File: src/rtl/sram_arbiter.sv
// Two-port request arbiter and access sequencer for a 512x8 SRAM with fixed read latency.
// Define SRAM_ARB_RR_EN for round-robin tie-breaking; otherwise port 0 has fixed priority.
module sram_arbiter #(
    parameter int unsigned ADDR_W   = 9,
    parameter int unsigned DATA_W   = 8,
    parameter int unsigned READ_LAT = 2
) (
    input  logic              clk,
    input  logic              rst,

    input  logic              req0_valid,
    output logic              req0_ready,
    input  logic              req0_we,
    input  logic [ADDR_W-1:0] req0_addr,
    input  logic [DATA_W-1:0] req0_wdata,

    input  logic              req1_valid,
    output logic              req1_ready,
    input  logic              req1_we,
    input  logic [ADDR_W-1:0] req1_addr,
    input  logic [DATA_W-1:0] req1_wdata,

    output logic              rsp0_valid,
    output logic [DATA_W-1:0] rsp0_rdata,
    output logic              rsp1_valid,
    output logic [DATA_W-1:0] rsp1_rdata,

    output logic              mem_sense_en,
    output logic              mem_wen,
    output logic [ADDR_W-1:0] mem_addr,
    output logic [DATA_W-1:0] mem_din,
    input  logic [DATA_W-1:0] mem_dout,

    output logic              busy
);

    localparam int unsigned CNT_W = 4;

    typedef struct packed {
        logic              we;
        logic [ADDR_W-1:0] addr;
        logic [DATA_W-1:0] wdata;
    } req_t;

    typedef enum logic [1:0] {
        IDLE  = 2'd0,
        ISSUE = 2'd1,
        WAIT  = 2'd2,
        RESP  = 2'd3
    } state_t;

    state_t           state_q;
    state_t           state_d;
    logic [CNT_W-1:0] cnt_q;
    logic [CNT_W-1:0] cnt_d;
    logic             lat_we_q;
    logic             lat_port_q;

    logic             grant_c;
    logic             accept_c;
    logic             capture_c;
    req_t             sel_c;

    // Tie-break between simultaneous requests; a lone valid always wins.
`ifdef SRAM_ARB_RR_EN
    logic last_q;

    always_ff @(posedge clk or posedge rst) begin
        if (rst) begin
            last_q <= 1'b1;
        end else if (accept_c) begin
            last_q <= grant_c;
        end
    end

    always_comb begin
        grant_c = ~req0_valid;
        if (req0_valid && req1_valid) begin
            grant_c = ~last_q;
        end
    end
`else
    always_comb begin
        grant_c = ~req0_valid;
    end
`endif

    // Ready is combinational and forced low while reset is asserted.
    always_comb begin
        req0_ready = 1'b0;
        req1_ready = 1'b0;
        if (!rst && state_q == IDLE) begin
            req0_ready = req0_valid & ~grant_c;
            req1_ready = req1_valid &  grant_c;
        end
    end

    always_comb begin
        accept_c = req0_ready | req1_ready;
        sel_c    = grant_c ? req_t'{we: req1_we, addr: req1_addr, wdata: req1_wdata}
                           : req_t'{we: req0_we, addr: req0_addr, wdata: req0_wdata};
    end

    always_ff @(posedge clk or posedge rst) begin
        if (rst) begin
            state_q <= IDLE;
            cnt_q   <= '0;
        end else begin
            state_q <= state_d;
            cnt_q   <= cnt_d;
        end
    end

    always_comb begin
        state_d   = state_q;
        cnt_d     = cnt_q;
        capture_c = 1'b0;
        case (state_q)
            IDLE: begin
                if (accept_c) begin
                    state_d = ISSUE;
                end
            end
            ISSUE: begin
                if (lat_we_q) begin
                    state_d = RESP;
                end else begin
                    state_d = WAIT;
                    cnt_d   = CNT_W'(READ_LAT);
                end
            end
            WAIT: begin
                cnt_d = cnt_q - CNT_W'(1);
                if (cnt_q == CNT_W'(1)) begin
                    capture_c = 1'b1;
                    state_d   = RESP;
                end
            end
            RESP: begin
                state_d = IDLE;
            end
            default: begin
                state_d = IDLE;
            end
        endcase
    end

    // Registered SRAM strobes, address/data hold, response pulse and capture.
    always_ff @(posedge clk or posedge rst) begin
        if (rst) begin
            lat_we_q     <= 1'b0;
            lat_port_q   <= 1'b0;
            mem_sense_en <= 1'b0;
            mem_wen      <= 1'b0;
            mem_addr     <= '0;
            mem_din      <= '0;
            rsp0_valid   <= 1'b0;
            rsp1_valid   <= 1'b0;
            rsp0_rdata   <= '0;
            rsp1_rdata   <= '0;
            busy         <= 1'b0;
        end else begin
            mem_sense_en <= accept_c & ~sel_c.we;
            mem_wen      <= accept_c &  sel_c.we;
            busy         <= (state_d != IDLE);
            rsp0_valid   <= (state_d == RESP) && !lat_port_q;
            rsp1_valid   <= (state_d == RESP) &&  lat_port_q;
            if (accept_c) begin
                lat_we_q   <= sel_c.we;
                lat_port_q <= grant_c;
                mem_addr   <= sel_c.addr;
                mem_din    <= sel_c.wdata;
            end
            if (capture_c) begin
                if (lat_port_q) begin
                    rsp1_rdata <= mem_dout;
                end else begin
                    rsp0_rdata <= mem_dout;
                end
            end
        end
    end

endmodule

File: config.mk
export PLATFORM = sky130hd
export DESIGN_NAME = sram_arbiter
export DESIGN_NICKNAME = d
export VERILOG_FILES = /design/src/rtl/sram_arbiter.sv
export SDC_FILE = /design/constraint.sdc
export NUM_CORES = 1
export LEC_CHECK = 0
export ABC_AREA = 1
export ABC_CLOCK_PERIOD_IN_PS = 4200
export BUFFER_PORTS_ARGS = -buffer_cell sky130_fd_sc_hd__buf_4
export CAP_MARGIN = 15
export CELL_PAD_IN_SITES_DETAIL_PLACEMENT = 0
export CELL_PAD_IN_SITES_GLOBAL_PLACEMENT = 2
export CORE_MARGIN = 4
export CORE_UTILIZATION = 29
export CTS_BUF_LIST = sky130_fd_sc_hd__clkbuf_16
export DETAILED_ROUTE_END_ITERATION = 10
export PLACE_DENSITY = 0.79
export SLEW_MARGIN = 20
export SYNTH_ARGS = -nofsm -noshare
export SYNTH_HDL_FRONTEND = slang
export SYNTH_SLANG_ARGS = --single-unit
File: constraint.sdc
create_clock -name clk -period 4.2 [get_ports clk]
set_input_delay 0.21 -clock clk [delete_from_list [all_inputs] [get_ports clk]]
set_output_delay 0.21 -clock clk [all_outputs]
set_load 0.02 [all_outputs]
==> qor.csv, run 1 <==
stage;metric;value;unit
outcome;status;finished clean;
final_layout;utilization;41.8;%
power_and_ir_drop;vdd_drop_max;0.000226;V
synth;synth_flop_cell;dfrtp_1;
routing;wl_per_cell;11.7;µm
setup_path;arrival;1.94;ns
sta;fin_crit;1.77;ns
floorplanning;die_h;95.2;µm
routing;routed-wl-met2;2110;µm
sta;finalCritPeriodShare;42.0;%
final_layout;multi_input_area;832;µm²
setup_path;cp_max_fo;20;
routing;met1Wirelength;2290;µm
final_layout;n_fill_cell;765;
synth;muxShareOfSynthArea;0;%
global_routing;antenna_found_initial;0;
synth;synthSimpleGateAreaFrac;20.1;%
routing;viasPerCell;4.08;
final_layout;syn_to_final_growth;39.0;%
sta;setup_viol;0;
global_routing;grt_pass1_vias;1834;
synth;ys_ff_latch;46;
clocking;numCtsBuffers;5;
clocking;hold_buffers;0;
global_routing;grt_max_degree;47;
clocking;cts_sinks;46;
setup_path;cp_slowest_stage_delay;0.41;ns
clocking;insertion_delay;0.28;ns
routing;vias;1755;
sta;worst_clock_skew;0.00820;ns
power_and_ir_drop;cellPowerDensity;715;nW/µm²
floorplanning;die_area;9060;µm²
routing;drt_iter0_markers;33;
clocking;cts_setup_buffers;0;
floorplanning;rows;31;
clocking;cts-resized-gates;0;
synth;synth_area;2200;µm²
sta;hold_viol_final;0;
synth;ys_top_cells_by_count;nand2_1, dfrtp_1, inv_1, o211ai_1, o21ai_2;
setup_path;start_kind;flip-flop;
placed_design;dp_hpwl;3860;µm
power_and_ir_drop;static-leakage-power;1.71;nW
synth;postSynthAreaPerCell;9.03;µm²
synth;ys_top_cells_by_area;dfrtp_1, nand2_1, o21ai_2, inv_1, o211ai_1;
clocking;cts.htree.levels;2;
setup_path;crit_type;reg -> reg;
final_layout;nets;384;
setup_path;timing.critical_path.required;4.37;ns
routing;met3_length;591;µm
clocking;cts_tree;done;
clocking;clk_path_buf_depth;2;
sta;slew_violations;0;
power_and_ir_drop;power;2.19;mW
synth;yosysSeqAreaShare;52.2;%
synth;synth_xor_area_share;0.398;%
synth;synth-edff-count;0;
synth;synth_cell_types;20;
global_routing;track_usage;11.9;%
routing;drc;0;
sta;tns;0;ns
clocking;path_clk_slew;0.07;ns
routing;drt_pass1_iterations;4;
setup_path;end_kind;flip-flop;
synth;ys_async_sr_fraction;100;%
global_routing;grt_overflow;0;
min_path;hp-class;in -> async;
synth;synth_top_family_by_area;simple AND/OR/NAND/NOR gates;
setup_path;path_cells;inv_1 -> ha_1 -> nand3_2 -> nand2_2 -> inv_2 -> nor2_1 -> nor2_1;
sta;worstMarginPinSlew;0.579;ns
synth;synth_area_leader_cell;dfrtp_1;
setup_path;cp_common_cell;nor2_1;
placed_design;globalplace.congestion;0.695;
floorplanning;start_util;30.1;%
synth;synth_warnings;0;
floorplanning;io_pins;88;
sta;relSlewSlack;61.4;%
placed_design;buffer_ports.inserted;87;
floorplanning;fp.dieW;95.2;µm
sta;rsz0062_at_grt;no;
synth;synth-compound-area-share;13.9;%
synth;synth.most_common_cell;nand2_1;
global_routing;grt_pass1_wl;8360;µm
job;drv_cap;0;
final_layout;regArea;1150;µm²
routing;top_layer;met4;
synth;postSynthCellCount;244;
clocking;cts_root_buf;clkbuf_16;
floorplanning;core-area;7330;µm²
routing;ant_nets;0;
synth;synth_nets;298;
synth;synth_top_area_share;52.2;%
setup_path;cp_slowest_cell;dfrtp_1;
routing;routed_wl;5050;µm
sta;maxClockFrequency;566;MHz
synth;synth_fa_ha_area_share;3.41;%
final_layout;antennaDiodeCount;0;
final_layout;drive_above_1_share;37.8;%
[through the flow]
step	hold slack [ns]	setup slack, ns	instance area, µm²	std cells
after floorplan	0.253	2.64	2200	244
after global placement	0.446	2.44	2920	422
after detailed placement	0.451	2.41	2920	422
after CTS	0.156	2.39	3060	430
after global routing	0.158	2.20	3060	430
final	0.147	2.43	3060	430
[cell families after synthesis]
logic type	after synthesis
compound gates	40
fa+ha+maj	6
flops	46
simple gates	102
buf+inv	49
xor+xnor	1
[flip-flops by register name, summed over array words and instances, names as in the netlist, 2 cells and up]
name and cells:
cnt_q 4, state_q 2, rsp1_rdata 8, rsp0_rdata 8, mem_din 8, mem_addr 9
[power breakdown]
group	switching [mW]	internal, mW
clock network	0.164	0.220
logic	0.596	0.434
registers	0.122	0.652
total	0.882	1.31
[per-layer routing]
| layer | global-route usage, % | vias to the layer above |
|---|---|---|
| met2 | 17.9 | 61 |
| li1 | - | 924 |
| met3 | 5.92 | 6 |
| met5 | 0 | - |
| met4 | 3.61 | 0 |
| met1 | 15.0 | 764 |
[path summary, 6_finish.rpt]
path	cells past startpoint	slack, ns	to	start
max in group asynchronous	3	3.65	mem_sense_en$_DFF_PP0_	rst
worst max register to register	7	2.43	lat_we_q$_DFFE_PP0P_	state_q[0]$_DFF_PP0_
worst max-delay path	7	2.43	lat_we_q$_DFFE_PP0P_	state_q[0]$_DFF_PP0_
worst min register to register	2	0.48	mem_addr[0]$_DFFE_PP0P_	mem_addr[0]$_DFFE_PP0P_
worst min-delay path	3	0.15	rsp1_rdata[5]$_DFFE_PP0P_	rst
min in group clk	3	0.16	mem_addr[2]$_DFFE_PP0P_	req1_addr[2]
[worst max-delay path: cells and delay by family, from the launching register on]
kind	cells	cell delay (ns)
adders and majority gates	1	0.22
and+or+nand+nor	4	0.68
DFF	1	0.41
buffers and inverters	2	0.34
[placed cells by master (no fill, tap or decap), drive strengths merged, types with 2 or more instances in the layout]
cell / instances
clkbuf: 5
and2: 2
dfrtp: 46
o211ai: 17
inv: 41
clkinv: 2
ha: 6
buf: 88
nand3: 8
o21ai: 21
nand2: 79
nor2: 12
[cell type report]
class | count | share of cell area [%]
Clock buffer | 5 | 4.09
Multi-Input combinational cell | 149 | 27.2
Inverter | 40 | 4.90
Tap cell | 99 | 4.05
Clock inverter | 3 | 0.613
Sequential cell | 46 | 37.6
Timing Repair Buffer | 88 | 21.6
No activity file was read; power rests on OpenSTA's default activity.
==> run 2: changes to the inputs <==
--- a/config.mk
+++ b/config.mk
@@ -5,8 +5,8 @@
 export SDC_FILE = /design/constraint.sdc
 export NUM_CORES = 1
 export LEC_CHECK = 0
-export ABC_AREA = 1
-export ABC_CLOCK_PERIOD_IN_PS = 4200
+export ABC_AREA = 0
+export ABC_CLOCK_PERIOD_IN_PS = 1800
 export BUFFER_PORTS_ARGS = -buffer_cell sky130_fd_sc_hd__buf_4
 export CAP_MARGIN = 15
 export CELL_PAD_IN_SITES_DETAIL_PLACEMENT = 0
@@ -15,7 +15,7 @@
 export CORE_UTILIZATION = 29
 export CTS_BUF_LIST = sky130_fd_sc_hd__clkbuf_16
 export DETAILED_ROUTE_END_ITERATION = 10
-export PLACE_DENSITY = 0.79
+export PLACE_DENSITY = 0.75
 export SLEW_MARGIN = 20
 export SYNTH_ARGS = -nofsm -noshare
 export SYNTH_HDL_FRONTEND = slang
==> constraint.sdc (replaced) <==
create_clock -name clk -period 1.8 [get_ports clk]
set_input_delay 0.09 -clock clk [delete_from_list [all_inputs] [get_ports clk]]
set_output_delay 0.09 -clock clk [all_outputs]
set_load 0.02 [all_outputs]
==> qor.csv, run 2 <==
stage;metric;value;unit;change
outcome;status;finished clean;;
final_layout;syn_to_final_growth;47.1;%;
floorplanning;core-area;6910;µm²;-5.8%
setup_path;timing.critical_path.required;1.97;ns;-2.40 ns
routing;routed-wl-met2;2420;µm;+15%
power_and_ir_drop;p_clk_share;17.2;%;-0.4 points
setup_path;cp_slowest_cell;dfrtp_1;;
power_and_ir_drop;vdd_drop_max;0.000554;V;+140%
sta;worstMarginPinSlew;0.448;ns;-0.131 ns
clocking;path_clk_slew;0.06;ns;about the same
global_routing;grt_pass1_wl;8450;µm;+1.1%
sta;hold_viol_final;0;;unchanged
floorplanning;start_util;30.4;%;+0.32 points
sta;worst_clock_skew;0.00688;ns;-0.00133 ns
setup_path;path_buf_inv;1;;-1
floorplanning;io_pins;88;;unchanged
power_and_ir_drop;combPwrFrac;47.6;%;+0.5 points
setup_path;cp_top_family;simple AND/OR/NAND/NOR gates;;
synth;synth.most_common_cell;dfrtp_1;;
sta;relSlewSlack;69.8;%;+8.4 points
setup_path;end_kind;flip-flop;;
synth;synth_nets;229;;-23%
routing;met1Wirelength;2190;µm;-4.2%
synth;synth-edff-count;0;;unchanged
floorplanning;fp.dieW;93.1;µm;-2.2%
sta;maxClockFrequency;590;MHz;+4.1%
synth;synth_flop_cell;dfrtp_1;;
routing;met3_length;473;µm;-20%
sta;slew_violations;0;;unchanged
sta;finalCritPeriodShare;94.2;%;+52 points
final_layout;antennaDiodeCount;0;;unchanged
power_and_ir_drop;p_switching;1.90;mW;+120%
clocking;cts.htree.levels;2;;unchanged
setup_path;arrival;1.86;ns;-0.08 ns
power_and_ir_drop;pwr-share-seq;35.1;%;-0.2 points
synth;synth_warnings;0;;unchanged
sta;hold_slack;0.0474;ns;-0.0997 ns
placed_design;globalplace.congestion;0.710;;+2.1%
clocking;cts_tree;done;;
power_and_ir_drop;p_sw_share;37.4;%;-2.9 points
global_routing;grt_max_degree;47;;unchanged
power_and_ir_drop;internal_power;3.18;mW;+140%
power_and_ir_drop;cellPowerDensity;1650;nW/µm²;+130%
setup_path;start_kind;flip-flop;;
setup_path;cp_slowest_stage_delay;0.37;ns;-0.04 ns
routing;routed_wl;5090;µm;+0.69%
clocking;cts_root_buf;clkbuf_16;;
sta;setup_viol;0;;unchanged
placed_design;place_inst;357;;-15%
power_and_ir_drop;static-leakage-power;1.51;nW;-12%
synth;ys_top_cells_by_area;dfrtp_1, mux2_2, a21oi_1, mux2i_1, ha_1;;
clocking;insertion_delay;0.28;ns;about the same
final_layout;mostFrequentLayoutCell;buf_4;;
setup_path;crit_type;reg -> reg;;
floorplanning;die_h;93.1;µm;-2.2%
global_routing;antenna_found_initial;0;;unchanged
final_layout;regMostFlops;mem_addr;;
clocking;clk_path_buf_depth;2;;unchanged
routing;viasPerCell;4.49;;+9.9%
routing;vias;1655;;-5.7%
synth;ys_top_cells_by_count;dfrtp_1, a21oi_1, mux2i_1, mux2_2;;
routing;drc;0;;unchanged
routing;drt_iter0_markers;69;;+110%
setup_path;cp_max_fo;8;;-60%
global_routing;track_usage;12.2;%;+0.29 points
final_layout;mostFrequentLayoutCells;buf_4, dfrtp_1, a21oi_1;;
final_layout;finalInstanceArea;3090;µm²;+0.82%
routing;top_layer;met3;;
routing;ant_nets;0;;unchanged
synth;synth_area;2100;µm²;-4.8%
final_layout;post_layout_nonfiller_instances;369;;-14%
routing;drt_pass1_iterations;4;;unchanged
floorplanning;rows;30;;-3.2%
global_routing;grt_overflow;0;;unchanged
placed_design;dp_hpwl;3750;µm;-2.7%
synth;synth_top_area_share;54.9;%;+2.6 points
floorplanning;die_area;8660;µm²;-4.4%
routing;wl_per_cell;13.8;µm;+17%
synth;postSynthCellCount;175;;-28%
synth;ys_ff_latch;46;;unchanged
placed_design;buffer_ports.inserted;87;;unchanged
job;drv_cap;0;;unchanged
synth;synth_cell_types;29;;+45%
sta;fin_crit;1.70;ns;-0.0701 ns
sta;tns;0;ns;unchanged
synth;yosysSeqAreaShare;54.9;%;+2.6 points
final_layout;largest_reg_flops;9;;unchanged
setup_path;path_cells;inv_1 -> ha_1 -> nor4bb_4 -> and2b_4 -> mux2_2;;
synth;postSynthAreaPerCell;12.0;µm²;+33%
clocking;cts_sinks;46;;unchanged
global_routing;grt_pass1_vias;1723;;-6.1%
min_path;hp-class;in -> reg;;
synth;ys_async_sr_fraction;100;%;unchanged
placed_design;placed_cell_area;2900;µm²;-0.56%
synth;synth_area_leader_cell;dfrtp_1;;
final_layout;utilization;44.7;%;+2.9 points
clocking;numCtsBuffers;5;;unchanged
final_layout;drive_above_1_share;46.5;%;+8.8 points
final_layout;nets;326;;-15%
==> run 2: changes by cell type in the layout (fill, tap and decap cells not counted), sizes merged, moves of 4 or more <==
| cell | previous run | this run |
|---|---|---|
| mux2 | 0 | 17 |
| buf | 88 | 98 |
| mux2i | 0 | 18 |
| o211ai | 17 | 0 |
| a21oi | 1 | 38 |
| inv | 41 | 6 |
| nand3 | 8 | 0 |
| nand2 | 79 | 4 |
| o21ai | 21 | 2 |
| nor2 | 12 | 3 |
| nand2b | 0 | 4 |
==> run 2: layout make-up <==
type,instances,area [µm²]
Multi-Input combinational cell,114,877
Clock inverter,3,16.3
Inverter,6,22.5
Fill cell,701,3820
Sequential cell,46,1150
Tap cell,96,120
Clock buffer,5,125
Timing Repair Buffer,99,774
==> run 2: worst register-to-register path, delay by kind of cell (launching register included) <==
family,cells,cell delay (ns)
and+or+nand+nor,2,0.59
DFF,1,0.37
muxes,1,0.35
adders and majority gates,1,0.17
buffers and inverters,1,0.09
==> run 2: logic make-up (layout without fill, tap and decap cells) <==
| logic type | Yosys count | in the layout | synth area share, % |
|---|---|---|---|
| buffers and inverters | 15 | 113 | 3.82 |
| AO/OA/AOI/OAI | 45 | 45 | 11.6 |
| AND/OR/NAND/NOR | 28 | 28 | 8.47 |
| adder cells (fa/ha/maj) | 6 | 6 | 3.58 |
| flip-flops | 46 | 46 | 54.9 |
| multiplexers | 35 | 35 | 17.7 |
==> run 2: what timing repair did <==
item	CTS	global route
resized for setup	1	3
endpoints found under the setup margin	8	10
hold buffers	1	0
setup buffers	0	3
endpoints found under the hold margin	46	0
==> run 2: path summary, 6_finish.rpt <==
kind / endpoint / cells after the start / start / slack (ns)
max in group asynchronous: rsp0_rdata[6]$_DFFE_PP0P_ / 4 / rst / 1.16
setup / recovery: rsp0_rdata[3]$_DFFE_PP0P_ / 5 / cnt_q[1]$_DFFE_PP0P_ / 0.10
hold reg to reg: rsp1_rdata[7]$_DFFE_PP0P_ / 1 / rsp1_rdata[7]$_DFFE_PP0P_ / 0.50
setup reg to reg: rsp0_rdata[3]$_DFFE_PP0P_ / 5 / cnt_q[1]$_DFFE_PP0P_ / 0.10
hold / removal: rsp1_rdata[7]$_DFFE_PP0P_ / 2 / mem_dout[7] / 0.05
min in group asynchronous: mem_addr[8]$_DFFE_PP0P_ / 4 / rst / 0.43
==> run 2: per-stage QoR <==
stage / setup slack (ns) / total power [mW]
after floorplan: 0.124 / 3.18
after global placement: 0.0436 / 4.18
after detailed placement: -0.0272 / 4.21
after CTS: 0.00363 / 5.12
after global routing: -0.00114 / 5.47
final: 0.104 / 5.08
==> run 2: routing by layer <==
layer  up-vias  global-route usage, %
li1        823                      -
met3         0                   5.07
met1       770                   14.5
met4         0                   2.56
met5         -                      0
met2        62                   20.7
==> run 2: power by group through the flow <==
stage | combinational [mW] | sequential, mW | clock, mW
CTS | 2.41 | 1.79 | 0.919
detailed placement | 2.41 | 1.80 | 0
global placement | 2.38 | 1.80 | 0
global route | 2.65 | 1.87 | 0.949
finish | 2.42 | 1.79 | 0.876
floorplan | 0.937 | 2.24 | 0
